--- config.mk ---
export PLATFORM = sky130hd
export DESIGN_NAME = lcd_text_ctrl_flat
export DESIGN_NICKNAME = d
export VERILOG_FILES = /design/src/rtl/lcd_pkg.sv /design/src/rtl/lcd_text_ctrl_if.sv /design/src/rtl/lcd_bus_xfer.sv /design/src/rtl/lcd_text_ctrl.sv /design/src/flat_wrapper.sv
export SDC_FILE = /design/constraint.sdc
export NUM_CORES = 1
export LEC_CHECK = 0
export BUFFER_PORTS_ARGS = -buffer_cell sky130_fd_sc_hd__buf_2
export CAP_MARGIN = 20
export CORE_ASPECT_RATIO = 1.5
export CORE_UTILIZATION = 35
export CTS_CLUSTER_SIZE = 25
export DETAILED_ROUTE_END_ITERATION = 16
export MAX_ROUTING_LAYER = met4
export PLACE_DENSITY = 0.61
export SYNTH_ARGS = -nofsm -noshare
export SYNTH_HDL_FRONTEND = slang
export SYNTH_HIERARCHICAL = 1
export SYNTH_SLANG_ARGS = --single-unit
--- constraint.sdc ---
create_clock -name clk_LCD -period 2.51 [get_ports clk_LCD]
set_clock_uncertainty 0.15 [all_clocks]
set_input_delay 0.3765 -clock clk_LCD [delete_from_list [all_inputs] [get_ports clk_LCD]]
set_output_delay 0.3765 -clock clk_LCD [all_outputs]
set_load 0.1 [all_outputs]
--- src/rtl/lcd_pkg.sv ---
// lcd_pkg: HD44780 command bytes, row base addresses and controller state type.
package lcd_pkg;
  localparam logic [7:0] CMD_FUNC_2L = 8'h38;
  localparam logic [7:0] CMD_FUNC_1L = 8'h30;
  localparam logic [7:0] CMD_DISP_ON = 8'h0C;
  localparam logic [7:0] CMD_ENTRY   = 8'h06;
  localparam logic [7:0] CMD_CLEAR   = 8'h01;
  localparam logic [7:0] CMD_DDRAM   = 8'h80;
  typedef enum logic [1:0] {INIT, IDLE, SET_ADDR, WRITE_CHAR} state_t;
  function automatic int idx_w(input int n);
    return n > 1 ? $clog2(n) : 1;
  endfunction
  // Rows 2 and 3 of a 4-line panel continue rows 0 and 1 after COLS cells.
  function automatic logic [7:0] row_base(input int r, input int cols);
    return r == 0 ? 8'h00 : r == 1 ? 8'h40 : r == 2 ? 8'(cols) : 8'(64 + cols);
  endfunction
endpackage

--- src/rtl/lcd_text_ctrl_if.sv ---
// lcd_text_ctrl_if: host character-write and status bus of the LCD text controller.
interface lcd_text_ctrl_if
  import lcd_pkg::*;
#(
  parameter int ROWS = 2,
  parameter int COLS = 16
);
  localparam int RW = idx_w(ROWS);
  localparam int CW = idx_w(COLS);
  logic          wr_en;
  logic [RW-1:0] wr_row;
  logic [CW-1:0] wr_col;
  logic [7:0]    wr_char;
  logic          refresh_req;
  logic          busy;
  logic          frame_done;
  modport master(output wr_en, wr_row, wr_col, wr_char, refresh_req, input busy, frame_done);
  modport slave(input wr_en, wr_row, wr_col, wr_char, refresh_req, output busy, frame_done);
endinterface

--- src/rtl/lcd_bus_xfer.sv ---
// lcd_bus_xfer: one LCD byte as setup, EN_HIGH_CYC enable-high cycles and a hold cycle.
module lcd_bus_xfer #(
  parameter int EN_HIGH_CYC = 1
) (
  input  logic       clk_LCD,
  input  logic       rst,
  input  logic       start,
  input  logic       rs,
  input  logic [7:0] tx_byte,
  output logic       done,
  output logic       lcd_en,
  output logic       lcd_rs,
  output logic [7:0] lcd_data
);
  localparam int NW = $clog2(EN_HIGH_CYC + 2);
  logic          active;
  logic [NW-1:0] cnt;
  assign done = active && cnt == NW'(EN_HIGH_CYC + 1);
  // rs/data are captured once at launch so host writes cannot disturb a byte in flight.
  always_ff @(posedge clk_LCD) begin
    if (rst) begin
      active   <= 1'b0;
      cnt      <= '0;
      lcd_en   <= 1'b0;
      lcd_rs   <= 1'b0;
      lcd_data <= 8'h00;
    end else if (start) begin
      active   <= 1'b1;
      cnt      <= '0;
      lcd_en   <= 1'b0;
      lcd_rs   <= rs;
      lcd_data <= tx_byte;
    end else if (active) begin
      active <= !done;
      cnt    <= cnt + 1'b1;
      lcd_en <= cnt < NW'(EN_HIGH_CYC);
    end
  end
endmodule

--- src/rtl/lcd_text_ctrl.sv ---
// lcd_text_ctrl: character frame buffer with HD44780 init and full-panel redraw on change.
module lcd_text_ctrl
  import lcd_pkg::*;
#(
  parameter int COLS           = 16,
  parameter int ROWS           = 2,
  parameter int EN_HIGH_CYC    = 1,
  parameter int CLEAR_WAIT_CYC = 1
) (
  input  logic            clk_LCD,
  input  logic            rst,
  lcd_text_ctrl_if.slave  host,
  output logic            lcd_en,
  output logic            lcd_rs,
  output logic            lcd_rw,
  output logic [7:0]      lcd_data
);
  localparam int RW = idx_w(ROWS);
  localparam int CW = idx_w(COLS);
  localparam int WW = idx_w(CLEAR_WAIT_CYC + 1);
  localparam logic [7:0] FUNC_SET = ROWS > 1 ? CMD_FUNC_2L : CMD_FUNC_1L;
  state_t        state, state_n;
  logic [2:0]    ini, ini_n;
  logic [WW-1:0] wcnt, wcnt_n;
  logic [RW-1:0] row, row_n;
  logic [CW-1:0] col, col_n;
  logic          dirty, dirty_n, busy_q, fd_q, fd_n;
  logic          start, x_rs, done, wr_ok;
  logic [7:0]    x_byte;
  logic [7:0]    buf_q [ROWS][COLS];
  assign lcd_rw = 1'b0;
  assign host.busy = busy_q;
  assign host.frame_done = fd_q;
  assign wr_ok = host.wr_en && int'(host.wr_row) < ROWS && int'(host.wr_col) < COLS;
  lcd_bus_xfer #(.EN_HIGH_CYC(EN_HIGH_CYC)) u_xfer (
    .clk_LCD (clk_LCD),
    .rst     (rst),
    .start   (start),
    .rs      (x_rs),
    .tx_byte (x_byte),
    .done    (done),
    .lcd_en  (lcd_en),
    .lcd_rs  (lcd_rs),
    .lcd_data(lcd_data)
  );
  always_ff @(posedge clk_LCD) begin
    if (rst) begin
      state  <= INIT;
      ini    <= 3'd0;
      wcnt   <= '0;
      row    <= '0;
      col    <= '0;
      dirty  <= 1'b1;
      busy_q <= 1'b1;
      fd_q   <= 1'b0;
      for (int r = 0; r < ROWS; r++)
        for (int c = 0; c < COLS; c++)
          buf_q[r][c] <= 8'h20;
    end else begin
      state  <= state_n;
      ini    <= ini_n;
      wcnt   <= wcnt_n;
      row    <= row_n;
      col    <= col_n;
      dirty  <= dirty_n;
      busy_q <= !(state_n == IDLE && !dirty_n);
      fd_q   <= fd_n;
      if (wr_ok) buf_q[host.wr_row][host.wr_col] <= host.wr_char;
    end
  end
  // Each next byte is launched on the edge the previous one finishes, so transfers run back to back.
  always_comb begin
    state_n = state;
    ini_n   = ini;
    wcnt_n  = wcnt;
    row_n   = row;
    col_n   = col;
    fd_n    = 1'b0;
    start   = 1'b0;
    x_rs    = 1'b0;
    x_byte  = 8'h00;
    case (state)
      INIT: begin
        if (ini == 3'd0 || (ini < 3'd4 && done)) begin
          start  = 1'b1;
          x_byte = ini == 3'd0 ? FUNC_SET : ini == 3'd1 ? CMD_DISP_ON : ini == 3'd2 ? CMD_ENTRY : CMD_CLEAR;
          ini_n  = ini + 3'd1;
        end else if (ini == 3'd4 && done) begin
          if (CLEAR_WAIT_CYC == 0) state_n = IDLE;
          else begin
            ini_n  = 3'd5;
            wcnt_n = WW'(CLEAR_WAIT_CYC - 1);
          end
        end else if (ini == 3'd5) begin
          if (wcnt == '0) state_n = IDLE;
          else wcnt_n = wcnt - 1'b1;
        end
      end
      IDLE: begin
        if (dirty) begin
          start   = 1'b1;
          x_byte  = CMD_DDRAM | row_base(0, COLS);
          row_n   = '0;
          col_n   = '0;
          state_n = SET_ADDR;
        end
      end
      SET_ADDR: begin
        if (done) begin
          start   = 1'b1;
          x_rs    = 1'b1;
          x_byte  = buf_q[row][0];
          col_n   = '0;
          state_n = WRITE_CHAR;
        end
      end
      WRITE_CHAR: begin
        if (done && int'(col) == COLS - 1) begin
          col_n = '0;
          if (int'(row) == ROWS - 1) begin
            fd_n    = 1'b1;
            state_n = IDLE;
          end else begin
            start   = 1'b1;
            row_n   = row + 1'b1;
            x_byte  = CMD_DDRAM | row_base(int'(row) + 1, COLS);
            state_n = SET_ADDR;
          end
        end else if (done) begin
          start  = 1'b1;
          x_rs   = 1'b1;
          col_n  = col + 1'b1;
          x_byte = buf_q[row][col + 1'b1];
        end
      end
      default: begin
        state_n = INIT;
        ini_n   = 3'd0;
      end
    endcase
    dirty_n = wr_ok || host.refresh_req || (dirty && !(state == IDLE && dirty));
  end
endmodule

--- src/flat_wrapper.sv ---
// flat-port wrapper written by rule: the top's interface ports become plain ports
module lcd_text_ctrl_flat import lcd_pkg::*;
#(
  parameter int COLS           = 16,
  parameter int ROWS           = 2,
  parameter int EN_HIGH_CYC    = 1,
  parameter int CLEAR_WAIT_CYC = 1
)
  (clk_LCD, rst, lcd_en, lcd_rs, lcd_rw, lcd_data, host_wr_en, host_wr_row, host_wr_col, host_wr_char, host_refresh_req, host_busy, host_frame_done);
  lcd_text_ctrl_if #(.ROWS(ROWS), .COLS(COLS)) host_i ();
  input  logic clk_LCD;
  input  logic rst;
  output logic lcd_en;
  output logic lcd_rs;
  output logic lcd_rw;
  output logic [7:0] lcd_data;
  input wire logic [$bits(host_i.wr_en)-1:0] host_wr_en;
  input wire logic [$bits(host_i.wr_row)-1:0] host_wr_row;
  input wire logic [$bits(host_i.wr_col)-1:0] host_wr_col;
  input wire logic [$bits(host_i.wr_char)-1:0] host_wr_char;
  input wire logic [$bits(host_i.refresh_req)-1:0] host_refresh_req;
  output wire logic [$bits(host_i.busy)-1:0] host_busy;
  output wire logic [$bits(host_i.frame_done)-1:0] host_frame_done;
  assign host_i.wr_en = host_wr_en;
  assign host_i.wr_row = host_wr_row;
  assign host_i.wr_col = host_wr_col;
  assign host_i.wr_char = host_wr_char;
  assign host_i.refresh_req = host_refresh_req;
  assign host_busy = host_i.busy;
  assign host_frame_done = host_i.frame_done;
  lcd_text_ctrl #(.COLS(COLS), .ROWS(ROWS), .EN_HIGH_CYC(EN_HIGH_CYC), .CLEAR_WAIT_CYC(CLEAR_WAIT_CYC)) u_core (.clk_LCD(clk_LCD), .rst(rst), .host(host_i), .lcd_en(lcd_en), .lcd_rs(lcd_rs), .lcd_rw(lcd_rw), .lcd_data(lcd_data));
endmodule
* Word level (Yosys, flattened, before mapping)
Memories as Yosys holds them, arrays and structs flattened. A register that Yosys moved wholly into a read port is not among the register bits. Cells that the tools add are included.
Operators by class: add/sub/neg operators 6, multiply operators 0, div/mod/pow operators 0, $lt $le $gt $ge 5, eq/ne operators 16, shifts and indexed selects 0, multiplexer cells 62, bitwise logic cells 5, reduce and logical (&&, ||, !) cells 29
Operators with widths (number):
- $mux W128 | 3
- $reduce_or A128 Y1 | 1
- $mux W8 | 11
- $bmux W8 S4 | 1
- $demux W8 S4 | 1
- $eq A32 B2 Y1 const B | 1
- $eq A32 B3 Y1 const B | 1
- $logic_not A32 Y1 | 1
- $pmux W8 S4 | 1
- $mux W1 | 22
- $mux W7 | 3
- $mux W2 | 8
- $mux W4 | 4
- $pmux W4 S3 | 1
- $ge A5 B5 Y1 const B | 2
- $not A4 Y5 | 2
- $mux W3 | 3
- $logic_and A1 B1 Y1 | 8
- $pmux W2 S4 | 1
- $eq A2 B2 Y1 const B | 3
- $eq A3 B3 Y1 const B | 2
- $ne A2 B1 Y1 const B | 3
- $reduce_and A3 Y1 | 2
- $reduce_bool A2 Y1 | 3
- other kinds (26) | 35
Storage, ports and cells: register bits after elaboration 27, bits in latches 0, RAM bits 256, ROM bits 0, input port bits 17, output and inout port bits 13, logic and storage cells 137, memories kept 1
Memory list:
- u_core.buf_q | words 2, bits a word 128, rd ports 1, clocked after memory_dff 1, wr ports 2, RTL line lcd_text_ctrl.sv:30 | logic [7:0] buf_q [ROWS][COLS];

* Logic depth before layout (Yosys ltp)
word-level depth 9, gate-level depth with buffers 12

* Modules after synthesis
The synthesis kept the hierarchy.
By module, submodules not included:
- lcd_text_ctrl | times used 1, cells an instance 796, area each 11828.8 um^2
- lcd_bus_xfer | times used 1, cells an instance 48, area each 533.0 um^2

* Least setup slack after synthesis
OpenSTA, ideal clock, no wires.
kind register -> register, start point register u_core.col[1], end point register u_core.u_xfer.lcd_data[7], setup time 118 ps, arrival 2223 ps, required time 2242 ps, path slack 19 ps, cell stages (with the launch flop) 10, buffers on the path 2, period minus slack after synthesis 2491 ps, cells stage by stage dfxtp_1 -> ha_1 -> clkbuf_1 -> clkbuf_1 -> mux4_2 -> mux4_2 -> nand2_1 -> a22oi_1 -> mux2i_1 -> nor2_1
On the way: cells in the longest elaborated chain, start to end 8, elaborated cells on any way between the ends 12, classes of those cells add/sub (1); eq/ne (1); mux (8); bitwise (1); reduce/logical (1)
Ends and longest elaborated chain:
- from (decl) | RTL line lcd_text_ctrl.sv:26 | logic [CW-1:0] col, col_n;
- from (signal assigned) | RTL line lcd_text_ctrl.sv:64 | col <= col_n;
- $add A4 B1 Y4 | RTL line lcd_text_ctrl.sv:133 | x_byte = buf_q[row][col + 1'b1];
- $not A4 Y5 (implied by the code) | RTL line lcd_text_ctrl.sv:133
- $bmux W8 S4 | RTL line lcd_text_ctrl.sv:133
- $mux W8 (implied by the code) (2 in a row) | RTL line lcd_text_ctrl.sv:133
- $mux W8 | RTL line lcd_text_ctrl.sv:129 | end else if (done) begin
- $mux W8 * | RTL line lcd_text_ctrl.sv:118 | if (done && int'(col) == COLS - 1) begin
- $pmux W8 S4 * | RTL line lcd_text_ctrl.sv:82 | case (state)
- named net u_core.x_byte[7] | RTL line lcd_text_ctrl.sv:29 | logic [7:0] x_byte;
- to (signal assigned) | RTL line lcd_bus_xfer.sv:32 | lcd_data <= tx_byte;
- to (decl) | RTL line lcd_bus_xfer.sv:13 | output logic [7:0] lcd_data
Mark *: on every way through the listed nets, which the timed path passes. The rest lies on a longest branch. The select of a mux whose other input is x is not followed. A chain may end at the register's enable or synchronous reset.

* Worst setup path after layout
start point register u_core.col[0], end point register u_core.u_xfer.lcd_data[7]
The elaborated chain is that of the path after synthesis.

==> impl_metrics.yaml <==
finish:
  fin_area_sq_um: 14600
  final_net_count: 974
  synthToLayoutAreaGrowth_pct: 18.0
  diodes: 0
  drive_gt1_share_pct: 25.5
  seq_area_sq_um: 8230
  stdcell_count: 1436
  multi_input_area_sq_um: 3820
  fill_cells: 3137
floorplanning:
  num_io_pins: 30
  num_rows: 83
  dieHeight_microns: 232
  start_util_pct: 35.9
  dieArea_sq_um: 36100
  core_sq_um: 34500
  die_x_microns: 155
yosys:
  synth_top_area_cell: "edfxtp_1"
  synth_cell_types: 55
  async_flop_share_pct: 0
  syn_inst: 844
  yosysWarnings: 6
  synth-edff-count: 256
  avgSynthCellArea_sq_um: 14.6
  synth_fp_nets: 868
  netlist_area_sq_um: 12400
  synth.top_cell.area_share_pct: 62.2
  ys_seq_area_share_pct: 66.6
  synthTopCellsByArea: "edfxtp_1 62%, mux4_2 10%, nor2_1 4.6%"
  synth_flop_cell: "edfxtp_1"
  synth_seq_cells: 283
critical_path:
  cp-start-kind: "register"
  cpPeakStageDelay_ps: 530
  slowest_stage: "mux4_2"
  crit_family: "multiplexers"
  path_max_fanout: 17
  cp.required_ps: 2780
  crit_arrival_ps: 2720
  critPathCaptureType: "register"
  crit_buf_inv: 1
  critPathKind: "reg -> reg"
  cp_common_cell: "mux4_2"
  path_cells: "ha_2 > buf_12 > mux4_2 > mux4_2 > nand2_1 > a22oi_1 > mux2i_1 > nor2_1"
detailed_routing:
  drc: 0
  drt_iter0_drc: 692
  drtPass1Iterations: 5
  avgViaCountPerCell: 5.41
  post_drt_wl_per_cell_microns: 23.9
  via_count: 7763
  antenna_left: 0
  drt_wl_total_microns: 34300
global_route:
  grt_max_degree: 51
  grt_pass1_vias: 7983
  track_usage_pct: 20.2
  grt_pass1_wl_microns: 51000
  grt_overflow_total: 0
  antenna_found_initial: 0
place:
  dp.cells: 1383
  hpwl_microns: 24200
  routabilityCongestion: 0.918
  port_buffers: 28
  dpl-instance-area_sq_um: 13700
power:
  p_total_uw: 10700
  total_leakage_power_uw: 0.00488
  p_per_area_nw_per_um2: 734
  ir_drop_mv: 0.398
clocking:
  clock_latency_ps: 540
  cts.sinks: 283
  cts_root_buf: "clkbuf_16"
  cts_made_buffers: 25
  cts_tree: "done"
  path_clk_slew_ps: 70
  h-tree-depth: 1
  clockBufferDepth: 3
sta:
  hold_slack_ps: 30.4
  slew_headroom_pct: 45.6
  hold_viol_final: 0
  max_freq_ghz: 0.408
  tightest_slew_ps: 815
  final_max_slew_viol_count: 0
  setup_violations: 0
  min_period_over_period_pct: 97.6
  min_period_ps: 2450
flow_run:
  cap_violations: 0
min_path:
  holdCritPathClass: "in -> reg"
outcome:
  status: "finished, final reports clean"
## metal layers
metal	part of all wire [%]	track usage, %	vias up
met5	0	-	-
met3	5.7	2.78	86
met2	52	35.0	319
met4	5.6	11.1	0
met1	36	22.3	3962
li1	-	-	3396
## cells in the final DEF (no fill, tap or decap), types with 9 or more instances in the layout
cell type and instances:
buf_12 10, o21bai_1 12, edfxtp_1 256, nor2_1 152, clkbuf_16 25, o21ai_0 9
buf_4 90, nand3_1 28, nand2_1 63, dfxtp_1 25, mux4_2 55, a21oi_1 11
nand4_1 9, nand2b_1 25, mux2i_1 36, buf_2 28, inv_1 16
## what timing repair did
action | in CTS | in global routing
setup endpoints to repair | 1 | 7
resized for setup | 1 | 3
hold buffers | 2 | 0
buffers inserted | 0 | 5
endpoints found under the hold margin | 2 | 0
pin swaps | 0 | 1
## worst min-delay path, stage by stage
cell	delay, ps
buf_2	150
nor3_1	80
nand4bb_1	80
## power breakdown
group / switching (uW) / internal (uW) / total (uW) / leakage, uW
registers: 143 / 5460 / 5600 / 0.00268
clock network: 1700 / 2290 / 3990 / 0.000416
logic: 733 / 379 / 1110 / 0.00178
total: 2580 / 8130 / 10700 / 0.00488
## flip-flops by register name (all words and copies together) (netlist names), named ones only
register and count:
u_core/buf_q 256, u_core/col 4, u_core/dirty 1, u_core/host.busy 1, u_core/host.frame_done 1, u_core/ini 3
u_core/row 1, u_core/state 2, u_core/u_xfer/active 1, u_core/u_xfer/cnt 2, u_core/u_xfer/lcd_data 8, u_core/u_xfer/lcd_en 1
u_core/u_xfer/lcd_rs 1
## stage by stage
stage / setup WS [ps] / setup TNS [ps] / util [%]
floorplan: 18.9 / 0 / -
global route: -7.13 / -7.13 / 42.3
CTS: 4.53 / 0 / 42.2
global placement: 55.6 / 0 / 39.6
detailed placement: 19.4 / 0 / 39.6
finish: 59.9 / 0 / 42.3
## area by class of cell
class | count | area share (%)
timing repair buffer | 130 | 7.10
sequential | 283 | 56.4
tap | 467 | 4.00
clock inverter | 13 | 1.03
multi-input combinational | 493 | 26.2
inverter | 17 | 0.437
clock buffer | 33 | 4.84
## worst paths after layout
path         depth (start not counted)                        end                 startpoint  slack (ps)
max                                  8  u_core/u_xfer/lcd_data[7]              u_core/col[0]          60
min                                  3           u_core/host.busy                 host_wr_en          30
min reg2reg                          2  u_core/u_xfer/lcd_data[6]  u_core/u_xfer/lcd_data[6]         340
max reg2reg                          8  u_core/u_xfer/lcd_data[7]              u_core/col[0]          60
## synthesized netlist by cell type (6+ instances only)
library cell / number
a21oi_1: 11
a32oi_1: 7
buf_2: 11
clkbuf_1: 30
dfxtp_1: 27
edfxtp_1: 256
ha_1: 7
inv_1: 16
mux2_2: 7
mux2i_1: 36
mux4_2: 55
nand2_1: 63
nand2b_1: 25
nand3_1: 28
nand4_1: 9
nor2_1: 153
nor2b_1: 7
nor3_2: 6
o211ai_1: 7
o21ai_0: 9
o21bai_1: 12
## cell families (layout without fill, tap and decap cells)
family	count (synthesis)	after routing	synth area share, %
multiplexers	102	102	14.4
AND/OR/NAND/NOR	310	310	11.3
XOR/XNOR	3	3	0.213
flip-flops	283	283	66.6
buffers and inverters	68	193	2.64
other	1	1	0.0303
AO/OA/AOI/OAI	70	70	4.08
adder cells (fa/ha/maj)	7	7	0.708
Note: power is estimated with default switching activity, not from simulation.
